`src/rtl/fault_mon_pkg.sv`:
```
// Shared types and constants for the toggle fault monitor.
package fault_mon_pkg;

  localparam int unsigned TS_W = 32;

  typedef enum logic [1:0] {
    ST_IDLE    = 2'd0,
    ST_ARM     = 2'd1,
    ST_MONITOR = 2'd2
  } mon_state_e;

  // Fixed-width part of a fault report; the faulty-bit mask travels next to it
  // in the FIFO word because its width is chosen per instance.
  typedef struct packed {
    logic [TS_W-1:0] ts;
  } fault_rpt_t;

endpackage

```
`src/rtl/fault_report_fifo.sv`:
```
// Synchronous FIFO holding fault reports; DEPTH must be a power of two (>= 2).
module fault_report_fifo #(
  parameter int unsigned WIDTH = 8,
  parameter int unsigned DEPTH = 4
) (
  input  logic             clk,
  input  logic             reset,
  input  logic             flush,
  input  logic             push,
  input  logic [WIDTH-1:0] push_data,
  input  logic             pop,
  output logic [WIDTH-1:0] pop_data,
  output logic             full,
  output logic             empty
);

  localparam int unsigned AW = $clog2(DEPTH);
  localparam int unsigned PW = AW + 1;

  logic [PW-1:0]    wr_ptr_q, wr_ptr_d;
  logic [PW-1:0]    rd_ptr_q, rd_ptr_d;
  logic [WIDTH-1:0] mem_q [DEPTH];
  logic             do_push;
  logic             do_pop;

  // Pointers carry one wrap bit so full and empty are distinguishable.
  assign empty    = (wr_ptr_q == rd_ptr_q);
  assign full     = (wr_ptr_q[AW] != rd_ptr_q[AW]) &&
                    (wr_ptr_q[AW-1:0] == rd_ptr_q[AW-1:0]);
  assign do_pop   = pop && !empty;
  assign do_push  = push && (!full || do_pop);
  assign pop_data = mem_q[rd_ptr_q[AW-1:0]];

  always_comb begin
    wr_ptr_d = wr_ptr_q;
    rd_ptr_d = rd_ptr_q;
    if (flush) begin
      wr_ptr_d = '0;
      rd_ptr_d = '0;
    end else begin
      if (do_push) wr_ptr_d = wr_ptr_q + PW'(1);
      if (do_pop)  rd_ptr_d = rd_ptr_q + PW'(1);
    end
  end

  always_ff @(posedge clk) begin
    if (reset) begin
      wr_ptr_q <= '0;
      rd_ptr_q <= '0;
    end else begin
      wr_ptr_q <= wr_ptr_d;
      rd_ptr_q <= rd_ptr_d;
    end
  end

  always_ff @(posedge clk) begin
    if (do_push && !flush) mem_q[wr_ptr_q[AW-1:0]] <= push_data;
  end

endmodule

```
`src/rtl/toggle_fault_monitor.sv`:
```
// Checks that enabled toggle registers flip every cycle and disabled ones stay low.
// Define FAULT_MON_TIMESTAMP_EN to timestamp reports; otherwise rpt_ts is tied to 0.
module toggle_fault_monitor
  import fault_mon_pkg::*;
#(
  parameter int unsigned N_REGS     = 8,
  parameter int unsigned CNT_W      = 16,
  parameter int unsigned FIFO_DEPTH = 4
) (
  input  logic              clk,
  input  logic              reset,
  input  logic [N_REGS-1:0] en_mask,
  input  logic [N_REGS-1:0] obs,
  input  logic              start,
  input  logic              stop,
  output logic              busy,
  output logic [N_REGS-1:0] fault_vec,
  output logic [CNT_W-1:0]  fault_count,
  output logic              rpt_valid,
  input  logic              rpt_ready,
  output logic [N_REGS-1:0] rpt_bits,
  output logic [TS_W-1:0]   rpt_ts,
  output logic              overflow
);

`ifdef FAULT_MON_TIMESTAMP_EN
  localparam int unsigned RPT_W = N_REGS + TS_W;
`else
  localparam int unsigned RPT_W = N_REGS;
`endif

  mon_state_e        state_q, state_d;
  logic              arm_done_q, arm_done_d;
  logic [N_REGS-1:0] mask_q, mask_d;
  logic [N_REGS-1:0] obs_q, obs_d;
  logic [N_REGS-1:0] obs_p, obs_p_d;
  logic [N_REGS-1:0] fault_vec_q, fault_vec_d;
  logic [CNT_W-1:0]  fault_cnt_q, fault_cnt_d;
  logic              overflow_q, overflow_d;
  logic              start_mon;
  logic [N_REGS-1:0] fault_bits;
  logic              any_fault;
  logic              fifo_full;
  logic              fifo_empty;
  logic [RPT_W-1:0]  push_data;
  logic [RPT_W-1:0]  pop_data;

  always_comb begin
    obs_d   = obs;
    obs_p_d = obs_q;
  end

  always_comb begin
    fault_bits = '0;
    if (state_q == ST_MONITOR) begin
      fault_bits = (mask_q & ~(obs_q ^ obs_p)) | (~mask_q & obs_q);
    end
  end

  assign any_fault = |fault_bits;

  always_comb begin
    state_d     = state_q;
    arm_done_d  = arm_done_q;
    mask_d      = mask_q;
    fault_vec_d = fault_vec_q;
    fault_cnt_d = fault_cnt_q;
    overflow_d  = overflow_q;
    start_mon   = 1'b0;

    // stop is only looked at once armed, so start+stop from IDLE acts as start.
    case (state_q)
      ST_IDLE: begin
        if (start) begin
          state_d    = ST_ARM;
          arm_done_d = 1'b0;
          mask_d     = en_mask;
          start_mon  = 1'b1;
        end
      end
      ST_ARM: begin
        if (stop) begin
          state_d = ST_IDLE;
        end else if (arm_done_q) begin
          state_d = ST_MONITOR;
        end else begin
          arm_done_d = 1'b1;
        end
      end
      ST_MONITOR: begin
        if (stop) state_d = ST_IDLE;
      end
      default: state_d = ST_IDLE;
    endcase

    if (start_mon) begin
      fault_vec_d = '0;
      fault_cnt_d = '0;
      overflow_d  = 1'b0;
    end else if (any_fault) begin
      fault_vec_d = fault_vec_q | fault_bits;
      if (!(&fault_cnt_q)) fault_cnt_d = fault_cnt_q + CNT_W'(1);
      // A full FIFO only takes the report if the head leaves this same cycle.
      if (fifo_full && !rpt_ready) overflow_d = 1'b1;
    end
  end

  always_ff @(posedge clk) begin
    if (reset) begin
      state_q     <= ST_IDLE;
      arm_done_q  <= 1'b0;
      mask_q      <= '0;
      obs_q       <= '0;
      obs_p       <= '0;
      fault_vec_q <= '0;
      fault_cnt_q <= '0;
      overflow_q  <= 1'b0;
    end else begin
      state_q     <= state_d;
      arm_done_q  <= arm_done_d;
      mask_q      <= mask_d;
      obs_q       <= obs_d;
      obs_p       <= obs_p_d;
      fault_vec_q <= fault_vec_d;
      fault_cnt_q <= fault_cnt_d;
      overflow_q  <= overflow_d;
    end
  end

`ifdef FAULT_MON_TIMESTAMP_EN
  logic [TS_W-1:0] ts_q, ts_d;
  fault_rpt_t      rpt_in;
  fault_rpt_t      rpt_out;

  always_comb begin
    ts_d = ts_q;
    if (start_mon) begin
      ts_d = '0;
    end else if (state_q == ST_MONITOR) begin
      ts_d = ts_q + TS_W'(1);
    end
  end

  always_ff @(posedge clk) begin
    if (reset) ts_q <= '0;
    else       ts_q <= ts_d;
  end

  always_comb begin
    rpt_in    = '0;
    rpt_in.ts = ts_q;
    push_data = {rpt_in, fault_bits};
  end

  assign rpt_out = fault_rpt_t'(pop_data[RPT_W-1:N_REGS]);
  assign rpt_ts  = fifo_empty ? '0 : rpt_out.ts;
`else
  assign push_data = fault_bits;
  assign rpt_ts    = '0;
`endif

  fault_report_fifo #(
    .WIDTH (RPT_W),
    .DEPTH (FIFO_DEPTH)
  ) u_fifo (
    .clk       (clk),
    .reset     (reset),
    .flush     (start_mon),
    .push      (any_fault),
    .push_data (push_data),
    .pop       (rpt_ready),
    .pop_data  (pop_data),
    .full      (fifo_full),
    .empty     (fifo_empty)
  );

  assign busy        = (state_q != ST_IDLE);
  assign fault_vec   = fault_vec_q;
  assign fault_count = fault_cnt_q;
  assign overflow    = overflow_q;
  assign rpt_valid   = !fifo_empty;
  assign rpt_bits    = fifo_empty ? '0 : pop_data[N_REGS-1:0];

endmodule
```
`config.mk`:
```
export PLATFORM = sky130hd
export DESIGN_NAME = toggle_fault_monitor
export DESIGN_NICKNAME = d
export VERILOG_FILES = /design/src/rtl/fault_mon_pkg.sv /design/src/rtl/fault_report_fifo.sv /design/src/rtl/toggle_fault_monitor.sv
export SDC_FILE = /design/constraint.sdc
export NUM_CORES = 1
export LEC_CHECK = 0
export BUFFER_PORTS_ARGS = -buffer_cell sky130_fd_sc_hd__buf_2
export CAP_MARGIN = 20
export CORE_MARGIN = 2
export CORE_UTILIZATION = 41
export CTS_BUF_LIST = sky130_fd_sc_hd__clkbuf_4 sky130_fd_sc_hd__clkbuf_8 sky130_fd_sc_hd__clkbuf_16
export DETAILED_ROUTE_END_ITERATION = 12
export SETUP_SLACK_MARGIN = 0.5
export SYNTH_ARGS = -nofsm -noshare
export SYNTH_HDL_FRONTEND = slang
export SYNTH_HIERARCHICAL = 1
export SYNTH_SLANG_ARGS = --single-unit
```
`constraint.sdc`:
```
create_clock -name clk -period 2.61 [get_ports clk]
set_input_delay 0.522 -clock clk [delete_from_list [all_inputs] [get_ports clk]]
set_output_delay 0.522 -clock clk [all_outputs]
set_load 0.1 [all_outputs]
```
==> metrics.txt, run 1 <==
Root Buffer=clkbuf_8; die footprint=10800 sq um; H-tree depth=3; clock buffer depth=2; DR iter-0 viols=73; die height=104 um; area of the multi-input gates=1840 sq um; Core ar.=between 9000 and 10000 sq um; most frequent cell after synthesis=dfxtp_1; Clock Sinks=92; die width=104 um; Mean Syn Cell Area=around 11 sq um; final WL=7910 um; cell mode on critical path=buf_12; Setup CP Type=flop to primary output; setup TNS=0 ns; first-pass GRT wire length=12900 um; final setup violation count=0; Synth-to-Final Area Change=22.1%; cells along the critical path=buf_12 > mux4_2 > nor2b_4 > buf_12; Cell Rows=36; distinct cell type count after synthesis=48; Peak VDD IR=0.241 mV; Clk pin slew, worst setup/hold paths=about 0.1 ns; drt pass-1 iters=4; clk_lat worst skew=around 0.36 ns; drt drc=0; Power Density=559 nW/um^2; vias=2809; Routed WL per cell=between 10 and 15 um; Yosys top cell by area=dfxtp_1; Layout Skew=0.0134 ns; Worst path slowest cell=mux4_2; nets=473; # IOs=88; RSZ-0062 raised after global routing=true; startpoint types=flop; largest net degree at the start of global routing=35; HPWL after detailed placement=5310 um; area of the mapped netlist=between 4000 and 5000 sq um; CP required=2.09 ns; critical path buffer and inverter count=2; cell family with most CP delay=multiplexers; Final GP Congestion=0.766; Reg area=2200 sq um; commonest register cell after synthesis=dfxtp_1; reported max-cap violation count=0; layout cells sized above 1=between 30% and 40%; P_leak=0.00194 uW; status=complete, no violations; slowest stage delay, CP=0.52 ns; number of buffers created by CTS=9; Fill cells=between 800 and 900; Synth top cells by count=dfxtp_1, nor2_1, buf_4, edfxtp_1, nor2b_1; DR vias/cell=4.81; Worst Hold Slack=0.366 ns; Worst Path Max Fanout=8; hold-fix buffers at CTS=0; Fin. Hold Viols=0; initial antenna violation count=0; Rel. slew slack=58.5%; clock tree from TritonCTS=done; Yosys top cell area share=29.4%; Routed Antenna Nets=0; Critical Path Sink Type=primary output; EDFF count, synth=32; WP data arrival=1.69 ns; post-route minimum period=roughly 2.2 ns; max-slew violation count=0; Least-Margin Pin Slew=0.620 ns; Async SR Flop Fraction=0%; maximum clock rate=451 MHz; Post-Synthesis Cells=381; sequential-to-total area share from yosys stat=52.9%; vias in the first global route=roughly 2.6k; GRT Overall Usage=15.0%; n_diodes=0; Starting Density=42.0%; port bufs=55; worst min-delay path class=input pin to flop; #FFs+latches synth=92; total grt overflow=0; synthesis warning total=6; top cells by area, synth=dfxtp_1, edfxtp_1, buf_4; fin crit share=84.9%
## layout make-up
cell class	instances	share of cell area, %
Multi-Input combinational cell	262	37.0
Clock buffer	9	2.48
Sequential cell	92	44.0
Inverter	12	0.978
Timing Repair Buffer	68	10.5
Tap cell	133	3.34
Timing Repair inverter	1	0.150
Clock inverter	7	1.55
## sequential cells by signal, indices dropped and copies added (netlist names), named ones only
register,flops
overflow,1
obs_p,8
state_q,2
fault_vec,8
mask_q,8
obs_p_d,8
fault_count,16
u_fifo/mem_q,32
u_fifo/wr_ptr_q,3
u_fifo/rd_ptr_q,3
arm_done_q,1
## final timing paths
path	start	end	slack [ns]	cells after the start
hold / removal	obs[7]	obs_p_d[7]$_SDFF_PP0_	0.37	2
setup reg to reg	fault_count[0]$_SDFFE_PP0P_	fault_count[9]$_SDFFE_PP0P_	0.60	7
hold reg to reg	fault_vec[7]$_SDFFE_PP0P_	fault_vec[7]$_SDFFE_PP0P_	0.48	2
setup / recovery	flop	rpt_bits[1]	0.39	4
## power breakdown
| group | total [uW] | internal (uW) | switching, uW | leakage, uW |
|---|---|---|---|---|
| Clock | 943 | 382 | 561 | 0.000100 |
| Combinational | 343 | 59.7 | 284 | 0.00104 |
| Sequential | 1500 | 1490 | 12.4 | 0.000799 |
| Total | 2790 | 1930 | 857 | 0.00194 |
## routing by layer
layer / track usage, % / up-vias / routed length, um / share of wire [%]
li1: - / 1395 / - / -
met1: 19.7 / 1340 / 3560 / 45
met2: 24.5 / 68 / 3940 / 50
met3: 3.15 / 6 / 338 / 4.3
met4: 5.50 / 0 / 74 / 0.94
met5: 0 / - / 0 / 0
## per-stage QoR
stage	utilization, %	area, sq um	worst slack, ns	total power (uW)	instances
after detailed placement	45.9	4470	0.322	1870	563
after global placement	45.9	4470	0.390	1870	563
after floorplan	-	4260	0.390	1870	412
final	51.3	4990	0.395	2790	584
after global routing	51.3	4990	0.340	2910	584
after CTS	50.9	4950	0.389	2820	583
## cell families (layout without fill, tap and decap cells)
family	count (synthesis)	after routing	share of synthesized area, %
buffers and inverters	58	97	8.64
XOR/XNOR	12	12	2.57
other	1	32	0.0918
flip-flops	92	92	52.9
multiplexers	24	24	8.33
AO/OA/AOI/OAI	44	44	6.62
adder cells (fa/ha/maj)	6	6	1.84
AND/OR/NAND/NOR	144	144	19.0
## cells in the final DEF, fill, tap and decap left out, types with 8 or more instances in the layout
cell and n:
buf_2 46, nor2_1 41, dfxtp_1 40, conb_1 32
edfxtp_1 32, nor2b_1 24, nand2_1 20, a21oi_1 18
mux2i_1 16, dfxtp_2 16, or3_1 12, buf_4 11
buf_12 10, inv_1 9, o21ai_0 9, clkbuf_8 9
xnor2_1 8, nor2b_4 8, mux4_2 8
## what timing repair did
item	in CTS	in global routing
pin swaps	1	2
setup endpoints to repair	9	19
gates cloned	1	0
resized for setup	59	7
buffers inserted	3	1
(Power assumes the default switching activity.)
==> inputs of run 2 (changes only) <==
--- a/config.mk
+++ b/config.mk
@@ -11,6 +11,7 @@
 export CORE_UTILIZATION = 41
 export CTS_BUF_LIST = sky130_fd_sc_hd__clkbuf_4 sky130_fd_sc_hd__clkbuf_8 sky130_fd_sc_hd__clkbuf_16
 export DETAILED_ROUTE_END_ITERATION = 12
+export PLACE_DENSITY = 0.65
 export SETUP_SLACK_MARGIN = 0.5
 export SYNTH_ARGS = -nofsm -noshare
 export SYNTH_HDL_FRONTEND = slang
==> constraint.sdc (replaced) <==
create_clock -name clk -period 1.8 [get_ports clk]
set_input_delay 0.36 -clock clk [delete_from_list [all_inputs] [get_ports clk]]
set_output_delay 0.36 -clock clk [all_outputs]
set_load 0.1 [all_outputs]
==> run 2 against run 1 <==
Count of clock-buffer cells in the layout rose by 1; utilization grew 16 points; final cell count rose by 9.4%; hold slack got worse by 0.17 ns; largest power group unchanged; combinational power increased by 99%; clock skew is 0.0028 ns lower; sequential share of layout area is 9.4 points lower; worst setup slack got worse by 0.63 ns; sequential power grew 44%; register-to-register slack got worse by 0.77 ns; cell area grew 32%; the flow now finishes with violations (negative setup slack).
==> metrics.txt, run 2 (synthesis gave the netlist of run 1 again) <==
Starting Density=42.0% (unchanged); fin crit share=113%; initial antenna violation count=0 (unchanged); Routed WL per cell=16.4 um (was 13.5 um); die width=104 um (unchanged); routed wl met3=407 um (was 338 um); max-slew violation count=0 (unchanged); Synth-to-Final Area Change=60.8% (was 22.1%); Total Power=4220 uW (was 2790 uW); DR top layer=met4 (unchanged); number of buffers created by CTS=9 (unchanged); largest net degree at the start of global routing=30 (was 35); DR vias/cell=5.06 (was 4.81); H-tree depth=3 (unchanged); Worst path slowest cell=mux4_2 (unchanged); first-pass GRT wire length=15600 um (was 12900 um); cell mode on critical path=buf_12 (unchanged); worst min-delay path class=input pin to flop (unchanged); DR iter-0 viols=83 (was 73); # IOs=88 (unchanged); met2 routed WL=5460 um (was 3940 um); Peak VDD IR=0.412 mV (was 0.241 mV); CP required=1.44 ns (was 2.09 ns); Fin. Hold Viols=0 (unchanged); setup TNS=-6.17 ns (was 0 ns); total grt overflow=0 (unchanged); HPWL after detailed placement=6090 um (was 5310 um); vias=3234 (was 2809); most frequent cells in the layout=buf_12, buf_4, conb_1, edfxtp_1, dfxtp_4 (was buf_2, nor2_1, dfxtp_1, conb_1, edfxtp_1); maximum clock rate=491 MHz; Setup CP Type=flop to primary output (unchanged); GRT Overall Usage=18.3% (was 15.0%); WP data arrival=1.67 ns (was 1.69 ns); cells along the critical path=buf_12 > mux4_2 > nor2b_4 > buf_12 (unchanged); Clk pin slew, worst setup/hold paths=0.08 ns (was 0.10 ns); drt pass-1 iters=4 (unchanged); n_diodes=0 (unchanged); clock tree from TritonCTS=done (unchanged); Worst Path Max Fanout=8 (unchanged); Clock Sinks=92 (unchanged); post-route minimum period=roughly 2.0 ns; status=finished, violations left (was complete, no violations); die height=104 um (unchanged); startpoint types=flop (unchanged); max reg flops=32 (unchanged); Cell Rows=36 (unchanged); failing checks=negative setup slack; Layout Skew=0.0106 ns (was 0.0134 ns); RSZ-0062 raised after global routing=true (unchanged); commonest non-fill, non-tap cell in the layout=buf_12 (was buf_2); Routed Antenna Nets=0 (unchanged); layout cells sized above 1=58.3% (was 31.5%); reported max-cap violation count=0 (unchanged); clock buffer depth=2 (unchanged); port bufs=55 (unchanged); Power Density=642 nW/um^2 (was 559 nW/um^2); P_leak=0.00247 uW (was 0.00194 uW); final core occ=67.5% (was 51.3%); pre-CTS setup slack=-0.102 ns (was 0.322 ns); final setup violation count=57 (was 0); drt drc=0 (unchanged); final WL=10500 um (was 7910 um); hold-fix buffers at CTS=0 (unchanged); die footprint=10800 sq um (unchanged); Root Buffer=clkbuf_8 (unchanged); Core ar.=9730 sq um (unchanged); slowest stage delay, CP=0.51 ns (was 0.52 ns); vias in the first global route=3137 (was 2565); Final GP Congestion=0.761 (was 0.766); nets=528 (was 473); Critical Path Sink Type=primary output (unchanged); clk_lat worst skew=0.36 ns (about the same); slack of the critical path=-0.235 ns (was 0.395 ns); DRT met1 WL=4350 um (was 3560 um)
## run 2: cell count changes in the layout (fill, tap and decap cells not counted), sizes merged
cell / delta
clkbuf: +2
inv: -6
nor2: +1
buf: +54
bufinv: +2
clkinv: +2
## run 2: cell type report
class / count / area, sq um
clock inverters: 6 / 63.8
multi-input cells: 263 / 2340
inverters: 12 / 70.1
repair buffers: 123 / 1520
flip-flops and latches: 92 / 2280
well taps: 133 / 166
clock buffers: 10 / 131
fillers: 656 / 3160
## run 2: stage by stage
| stage | hold slack (ns) | instances | instance area (sq um) |
|---|---|---|---|
| after floorplan | 0.429 | 412 | 4560 |
| after global placement | 0.452 | 591 | 5140 |
| after detailed placement | 0.459 | 591 | 5140 |
| after CTS | 0.172 | 626 | 6210 |
| after global routing | 0.188 | 639 | 6570 |
| final | 0.191 | 639 | 6570 |
## run 2: path summary, 6_finish.rpt
check	startpoint	end	slack, ns	cells past startpoint
setup / recovery	flop	rpt_bits[0]	-0.23	4
hold / removal	stop	state_q[1]$_SDFFE_PP0P_	0.19	2
setup reg to reg	mask_q[5]$_SDFFE_PP0P_	u_fifo/wr_ptr_q[1]$_SDFFE_PP0P_	-0.17	9
hold reg to reg	arm_done_q$_SDFFE_PP0P_	arm_done_q$_SDFFE_PP0P_	0.49	2
## run 2: metal layers
| layer | up-vias | GRT usage, % |
|---|---|---|
| met3 | 23 | 3.90 |
| met1 | 1591 | 21.8 |
| li1 | 1520 | - |
| met4 | 0 | 7.82 |
| met5 | - | 0 |
| met2 | 100 | 31.8 |
## run 2: repair_timing
item,in CTS,in global routing
endpoints found under the setup margin,112,117
setup buffers,17,11
gates resized for setup,199,64
pin swaps,42,19
gates cloned,2,2
## run 2: critical path, delay by kind of cell, from the launching register on
kind | cells | cell delay (ns)
multiplexers | 1 | 0.51
flip-flops | 1 | 0.35
buffers and inverters | 2 | 0.30
AND/OR/NAND/NOR | 1 | 0.15
## run 2: power breakdown
| group | switching [uW] | internal, uW |
|---|---|---|
| sequential | 24.7 | 2130 |
| clock | 723 | 658 |
| combinational | 480 | 203 |
